==> src/rtl/sram_bist_pkg.sv <==
// Shared definitions for the March C- SRAM BIST sequencer: FSM states and the
// March element table.
package sram_bist_pkg;

  localparam int NUM_ELEM = 6;
  localparam logic [2:0] LAST_ELEM = 3'(NUM_ELEM - 1);

  typedef enum logic [1:0] {
    IDLE,
    RUN,
    DRAIN,
    DONE
  } state_t;

  // One bit per element, bit i = element Mi.
  //   M0 up w0 | M1 up r0,w1 | M2 up r1,w0 | M3 dn r0,w1 | M4 dn r1,w0 | M5 dn r0
  localparam logic [NUM_ELEM-1:0] ELEM_DOWN = 6'b111000;
  localparam logic [NUM_ELEM-1:0] ELEM_TWO  = 6'b011110;
  localparam logic [NUM_ELEM-1:0] OP0_RD    = 6'b111110;
  localparam logic [NUM_ELEM-1:0] OP0_BG    = 6'b010100;
  localparam logic [NUM_ELEM-1:0] OP1_BG    = 6'b001010;

  // The second operation of a two-op element is always a write.
  function automatic logic op_is_read(input logic [2:0] elem, input logic op);
    op_is_read = op ? 1'b0 : OP0_RD[elem];
  endfunction

  function automatic logic op_bg(input logic [2:0] elem, input logic op);
    op_bg = op ? OP1_BG[elem] : OP0_BG[elem];
  endfunction

endpackage

==> src/rtl/sram_bist_addr_gen.sv <==
// Up/down address counter for the March sequencer: load-to-start, step and
// last-address flag in the current direction.
module sram_bist_addr_gen #(
  parameter int ADDR_W = 12
) (
  input  logic              clk_i,
  input  logic              rst_ni,
  input  logic              load_i,
  input  logic              load_down_i,
  input  logic              step_i,
  input  logic              down_i,
  output logic [ADDR_W-1:0] addr_nxt_o,
  output logic              last_o
);

  logic [ADDR_W-1:0] addr_q;

  always_comb begin
    addr_nxt_o = addr_q;
    if (load_i)
      addr_nxt_o = load_down_i ? '1 : '0;
    else if (step_i)
      addr_nxt_o = down_i ? addr_q - ADDR_W'(1) : addr_q + ADDR_W'(1);
  end

  assign last_o = down_i ? (addr_q == '0) : (addr_q == '1);

  always_ff @(posedge clk_i) begin
    if (!rst_ni) addr_q <= '0;
    else         addr_q <= addr_nxt_o;
  end

endmodule

==> src/rtl/sram_march_bist_ctrl.sv <==
// March C- BIST sequencer driving the BIST port of one SG13G2 SRAM macro.
// Define SRAM_BIST_DIAG_EN to add first-failure address/bits/element outputs.
module sram_march_bist_ctrl
  import sram_bist_pkg::*;
#(
  parameter int ADDR_W = 12,
  parameter int DATA_W = 16
) (
  input  logic              clk_i,
  input  logic              rst_ni,
  input  logic              start_i,
  output logic              bist_en_o,
  output logic              bist_men_o,
  output logic              bist_wen_o,
  output logic              bist_ren_o,
  output logic [ADDR_W-1:0] bist_addr_o,
  output logic [DATA_W-1:0] bist_din_o,
  output logic [DATA_W-1:0] bist_bm_o,
  input  logic [DATA_W-1:0] dout_i,
  output logic              busy_o,
  output logic              done_o,
  output logic              fail_o
`ifdef SRAM_BIST_DIAG_EN
  ,
  output logic [ADDR_W-1:0] fail_addr_o,
  output logic [DATA_W-1:0] fail_bits_o,
  output logic [2:0]        fail_elem_o
`endif
);

  state_t            state_q;
  logic [2:0]        elem_q;
  logic              op_q;
  logic [2:0]        nxt_elem;
  logic              nxt_op, nxt_rd, nxt_bg;
  logic              start_ok, last_op, last_addr, elem_end, run_end, issue;
  logic              gen_load, gen_step;
  logic [ADDR_W-1:0] addr_nxt;
  logic              vld_p1;
  logic [DATA_W-1:0] exp_p1;
  logic              mismatch_p1;
`ifdef SRAM_BIST_DIAG_EN
  logic [ADDR_W-1:0] addr_p1;
  logic [2:0]        elem_p1;
`endif

  // elem_q/op_q always describe the operation currently on the macro port.
  always_comb begin
    start_ok = start_i && (state_q == IDLE || state_q == DONE);
    last_op  = op_q || !ELEM_TWO[elem_q];
    elem_end = last_op && last_addr;
    run_end  = elem_end && (elem_q == LAST_ELEM);
    issue    = start_ok || (state_q == RUN && !run_end);
    nxt_elem = elem_q;
    nxt_op   = 1'b0;
    if (start_ok)
      nxt_elem = 3'd0;
    else if (state_q == RUN) begin
      if (!last_op)                nxt_op   = 1'b1;
      else if (elem_end && !run_end) nxt_elem = elem_q + 3'd1;
    end
    nxt_rd   = op_is_read(nxt_elem, nxt_op);
    nxt_bg   = op_bg(nxt_elem, nxt_op);
    gen_load = start_ok || (state_q == RUN && elem_end && !run_end);
    gen_step = (state_q == RUN) && last_op && !last_addr;
  end

  sram_bist_addr_gen #(.ADDR_W(ADDR_W)) u_addr_gen (
    .clk_i       (clk_i),
    .rst_ni      (rst_ni),
    .load_i      (gen_load),
    .load_down_i (ELEM_DOWN[nxt_elem]),
    .step_i      (gen_step),
    .down_i      (ELEM_DOWN[elem_q]),
    .addr_nxt_o  (addr_nxt),
    .last_o      (last_addr)
  );

  assign mismatch_p1 = vld_p1 && (dout_i != exp_p1);

  // Stage p0 -> p1: a read on the port becomes a pending compare next cycle.
  always_ff @(posedge clk_i) begin
    exp_p1 <= {DATA_W{op_bg(elem_q, op_q)}};
`ifdef SRAM_BIST_DIAG_EN
    addr_p1 <= bist_addr_o;
    elem_p1 <= elem_q;
`endif
  end

  always_ff @(posedge clk_i) begin
    if (!rst_ni) begin
      state_q     <= IDLE;
      elem_q      <= 3'd0;
      op_q        <= 1'b0;
      vld_p1      <= 1'b0;
      bist_en_o   <= 1'b0;
      bist_men_o  <= 1'b0;
      bist_wen_o  <= 1'b0;
      bist_ren_o  <= 1'b0;
      bist_addr_o <= '0;
      bist_din_o  <= '0;
      bist_bm_o   <= '0;
      busy_o      <= 1'b0;
      done_o      <= 1'b0;
      fail_o      <= 1'b0;
`ifdef SRAM_BIST_DIAG_EN
      fail_addr_o <= '0;
      fail_bits_o <= '0;
      fail_elem_o <= 3'd0;
`endif
    end else begin
      vld_p1 <= bist_ren_o;
      if (issue) begin
        elem_q      <= nxt_elem;
        op_q        <= nxt_op;
        bist_men_o  <= 1'b1;
        bist_wen_o  <= !nxt_rd;
        bist_ren_o  <= nxt_rd;
        bist_addr_o <= addr_nxt;
        bist_din_o  <= nxt_rd ? '0 : {DATA_W{nxt_bg}};
      end
      case (state_q)
        IDLE, DONE: begin
          if (start_i) begin
            state_q   <= RUN;
            bist_en_o <= 1'b1;
            bist_bm_o <= '1;
            busy_o    <= 1'b1;
            done_o    <= 1'b0;
            fail_o    <= 1'b0;
`ifdef SRAM_BIST_DIAG_EN
            fail_addr_o <= '0;
            fail_bits_o <= '0;
            fail_elem_o <= 3'd0;
`endif
          end
        end
        RUN: begin
          if (run_end) begin
            state_q     <= DRAIN;
            bist_men_o  <= 1'b0;
            bist_wen_o  <= 1'b0;
            bist_ren_o  <= 1'b0;
            bist_addr_o <= '0;
            bist_din_o  <= '0;
          end
        end
        DRAIN: begin
          state_q   <= DONE;
          bist_en_o <= 1'b0;
          bist_bm_o <= '0;
          busy_o    <= 1'b0;
          done_o    <= 1'b1;
        end
        default: state_q <= IDLE;
      endcase
      // Stage p1 compare; vld_p1 is never set in IDLE/DONE, so no clash with restart.
      if (mismatch_p1) begin
        fail_o <= 1'b1;
`ifdef SRAM_BIST_DIAG_EN
        if (!fail_o) begin
          fail_addr_o <= addr_p1;
          fail_bits_o <= dout_i ^ exp_p1;
          fail_elem_o <= elem_p1;
        end
`endif
      end
    end
  end

endmodule

==> config.mk <==
export PLATFORM = sky130hd
export DESIGN_NAME = sram_march_bist_ctrl
export DESIGN_NICKNAME = d
export VERILOG_FILES = /design/src/rtl/sram_bist_pkg.sv /design/src/rtl/sram_bist_addr_gen.sv /design/src/rtl/sram_march_bist_ctrl.sv
export SDC_FILE = /design/constraint.sdc
export NUM_CORES = 1
export LEC_CHECK = 0
export BUFFER_PORTS_ARGS = -buffer_cell sky130_fd_sc_hd__buf_2
export CAP_MARGIN = 15
export CORE_MARGIN = 4
export CORE_UTILIZATION = 40
export CTS_BUF_LIST = sky130_fd_sc_hd__clkbuf_8 sky130_fd_sc_hd__clkbuf_16
export CTS_CLUSTER_SIZE = 12
export DETAILED_ROUTE_END_ITERATION = 12
export GPL_TIMING_DRIVEN = 0
export PLACE_DENSITY = 0.71
export SLEW_MARGIN = 20
export SYNTH_ARGS = -nofsm -noshare
export SYNTH_HDL_FRONTEND = slang
export SYNTH_SLANG_ARGS = --single-unit
==> constraint.sdc <==
create_clock -name clk_i -period 2.23 [get_ports clk_i]
set_input_delay 0.446 -clock clk_i [delete_from_list [all_inputs] [get_ports clk_i]]
set_output_delay 0.446 -clock clk_i [all_outputs]
set_load 0.01 [all_outputs]
==> impl_metrics.py <==
metrics = {
    "clock_tree": {
        "cts_tree": "done",
        "clk_pin_slew_ns": 0.06,
        "clk_path_buf_depth": 2,
        "clock_latency_ns": 0.34,
        "h-tree-depth": 3,
        "cts_num_sinks": 58,
        "cts_made_buffers": 9,
        "hold_buffers": 0,
        "clockRootBuffer": "clkbuf_8",
    },
    "sta": {
        "worst_pin_slew_ns": 0.606,
        "hold_violations": 0,
        "slew_violations": 0,
        "finalCritPeriodShare": 1.01,
        "max_freq_mhz": 443,
        "rsz0062_at_grt": "yes",
        "whs_ns": 0.415,
        "min_period_ns": 2.25,
        "setup_slack_ns": -0.0250,
        "relSlewSlack": 0.595,
        "finalSetupViolCount": 3,
        "timing.clock.skew_ns": 0.00883,
    },
    "yosys": {
        "syn_area_um2": 3080,
        "synth_seq_cells": 58,
        "yosys-top-cells-count": "58 x dfxtp_1, 40 x nand2_1, 32 x a21oi_1, 28 x nor2_1, 24 x o21ai_0",
        "yosys.cell_count.top_type": "dfxtp_1",
        "netlist_instances": 367,
        "synthDistinctLibCells": 57,
        "syn_nets": 401,
        "synth-edff-count": 0,
        "yosys_most_used_dff": "dfxtp_1",
        "synth-async-reset-ratio": 0,
        "synth_top_area_cell": "dfxtp_1",
        "yosysTopAreaCellShare": 0.377,
        "yosys_warnings": 0,
        "syn_avg_cell_area_um2": 8.40,
        "yosysSeqAreaShare": 0.377,
        "synth_area_leaders": "dfxtp_1 38%, ha_1 5.7%, a21oi_1 5.2%, nand2_1 4.9%, buf_4 4.4%",
    },
    "route": {
        "drt_first_pass_iters": 4,
        "drtIter0Drc": 184,
        "wl_per_cell_um": 15.1,
        "drt_wl_total_um": 8620,
        "vias_per_cell": 5.20,
        "ant_nets": 0,
        "vias": 2962,
        "drc": 0,
    },
    "floorplanning": {
        "core_um2": 7370,
        "pin_count": 70,
        "die_h_um": 95.8,
        "fp-row-count": 31,
        "die_x_um": 95.8,
        "start_util": 0.418,
        "die-area_um2": 9180,
    },
    "final_layout": {
        "seqCellArea_um2": 1190,
        "fin_area_um2": 4270,
        "fin_nets": 500,
        "drive_gt1_frac": 0.425,
        "synthToLayoutAreaGrowth_pct": 38.5,
        "nFillCells": 655,
        "diodes": 0,
        "stdcell_count": 570,
        "final_util": 0.579,
        "multiInputGateArea_um2": 1950,
    },
    "worst_setup_path": {
        "worstSetupEndpointType": "flip-flop",
        "critical_path_class": "reg -> reg",
        "cp-start-kind": "flip-flop",
        "r2r_slack_ns": -0.02,
        "cp.arrival_ns": 2.48,
        "reg2reg_from": "u_addr_gen.down_i",
        "ff2ff_path_depth": 9,
        "cp.required_ns": 2.46,
        "crit_path_max_fanout": 7,
        "timing.rr.end": "u_addr_gen.addr_q[11]",
    },
    "pwr": {
        "p_leak_nw": 1.93,
        "p_total_mw": 3.62,
        "max-vdd-ir-drop_v": 0.000456,
        "powerDensity_nw_per_um2": 849,
    },
    "global_route": {
        "grt_overflow": 0,
        "grt_pass1_vias": 2835,
        "grt_max_degree": 21,
        "grt_pass1_wl_um": 13400,
        "grt_use_total": 0.187,
        "antenna_found_initial": 0,
    },
    "hold_path": {
        "hold_path_depth": 3,
        "hold_start": "rst_ni",
        "hold_class": "in -> reg",
        "min_to": "op_q",
    },
    "run": {
        "drv_cap": 0,
    },
    "placement": {
        "gp_congestion": 0.863,
        "hpwlAfterDp_um": 5800,
        "place_area_um2": 3550,
        "port-buffer-count": 69,
        "place_inst": 535,
    },
    "run_status": {
        "outcome": "finished, violations left",
        "violations": "setup timing",
    },
}
==> power breakdown <==
part	internal, mW	switching [mW]
combinational	0.587	0.688
sequential	1.14	0.103
clock	0.686	0.417
total	2.42	1.21
==> layout by cell type (no fill, tap or decap), types with 9 or more instances in the layout <==
cell / count
nand2_1: 36
o21ai_0: 19
nor3_1: 9
and2_1: 12
clkbuf_8: 11
buf_4: 38
dfxtp_1: 47
inv_1: 13
nor2_1: 26
buf_2: 71
a21oi_1: 29
==> through the flow <==
stage	TNS [ns]	setup slack, ns
after floorplan	0	0.0126
after global placement	-4.26	-0.243
after detailed placement	-6.24	-0.273
after CTS	-0.0218	-0.0103
after global routing	-0.730	-0.131
final	-0.0501	-0.0250
==> metal layers <==
metal | part of all wire | track usage
met5 | 0 | 0
met2 | 0.49 | 0.310
met3 | 0.065 | 0.0649
met4 | 0.011 | 0.0533
met1 | 0.44 | 0.230
==> flip-flops by register name (all words and copies together), names as in the netlist, 2 cells and up, named ones only <==
signal and flops:
bist_din_o 16, state_q 2, u_addr_gen.addr_q 12, elem_q 3, bist_addr_o 12
==> repair_timing <==
action / in CTS / in global routing
resized for setup: 55 / 30
setup buffers: 12 / 8
pin swaps: 17 / 15
setup endpoints to repair: 42 / 36
==> kinds of logic (layout without fill, tap and decap cells) <==
| logic type | after synthesis | after routing | share of synthesized area |
|---|---|---|---|
| buffers and inverters | 44 | 148 | 0.0824 |
| adders and majority gates | 15 | 15 | 0.0633 |
| AOI/OAI and AO/OA | 91 | 91 | 0.180 |
| xor gates and xnor gates | 11 | 11 | 0.0313 |
| DFF | 58 | 58 | 0.377 |
| and+or+nand+nor | 139 | 139 | 0.236 |
| muxes | 9 | 9 | 0.0300 |
==> cell type report <==
| type | count | share of cell area |
|---|---|---|
| Clock inverter | 5 | 0.0182 |
| Tap cell | 99 | 0.0290 |
| Multi-Input combinational cell | 265 | 0.456 |
| Timing Repair Buffer | 89 | 0.122 |
| Inverter | 13 | 0.0114 |
| Clock buffer | 11 | 0.0355 |
| Buffer | 30 | 0.0492 |
| Sequential cell | 58 | 0.279 |
==> how the worst max path moves through the flow <==
| stage | slack, ns | cells after the start | from | end |
|---|---|---|---|---|
| floorplan | 0.01 | 10 | state_q[1] | bist_addr_o[11] |
| global placement | -0.24 | 8 | u_addr_gen.down_i | u_addr_gen.addr_q[9] |
| detailed placement | -0.27 | 7 | u_addr_gen.addr_q[0] | bist_addr_o[1] |
| CTS | -0.01 | 9 | u_addr_gen.down_i | u_addr_gen.addr_q[11] |
| global route | -0.13 | 10 | u_addr_gen.down_i | bist_addr_o[10] |
| finish | -0.02 | 9 | u_addr_gen.down_i | u_addr_gen.addr_q[11] |
==> critical path: stages, from the launching register on <==
cell and delay, ns:
dfxtp_4 0.39, buf_8 0.16, ha_4 0.28, nand2_1 0.06, nor3_2 0.21, a211oi_2 0.11, or4_4 0.50, and3_4 0.19
o21ai_2 0.15, a21boi_1 0.08
Power figures use the tool's default switching activity.
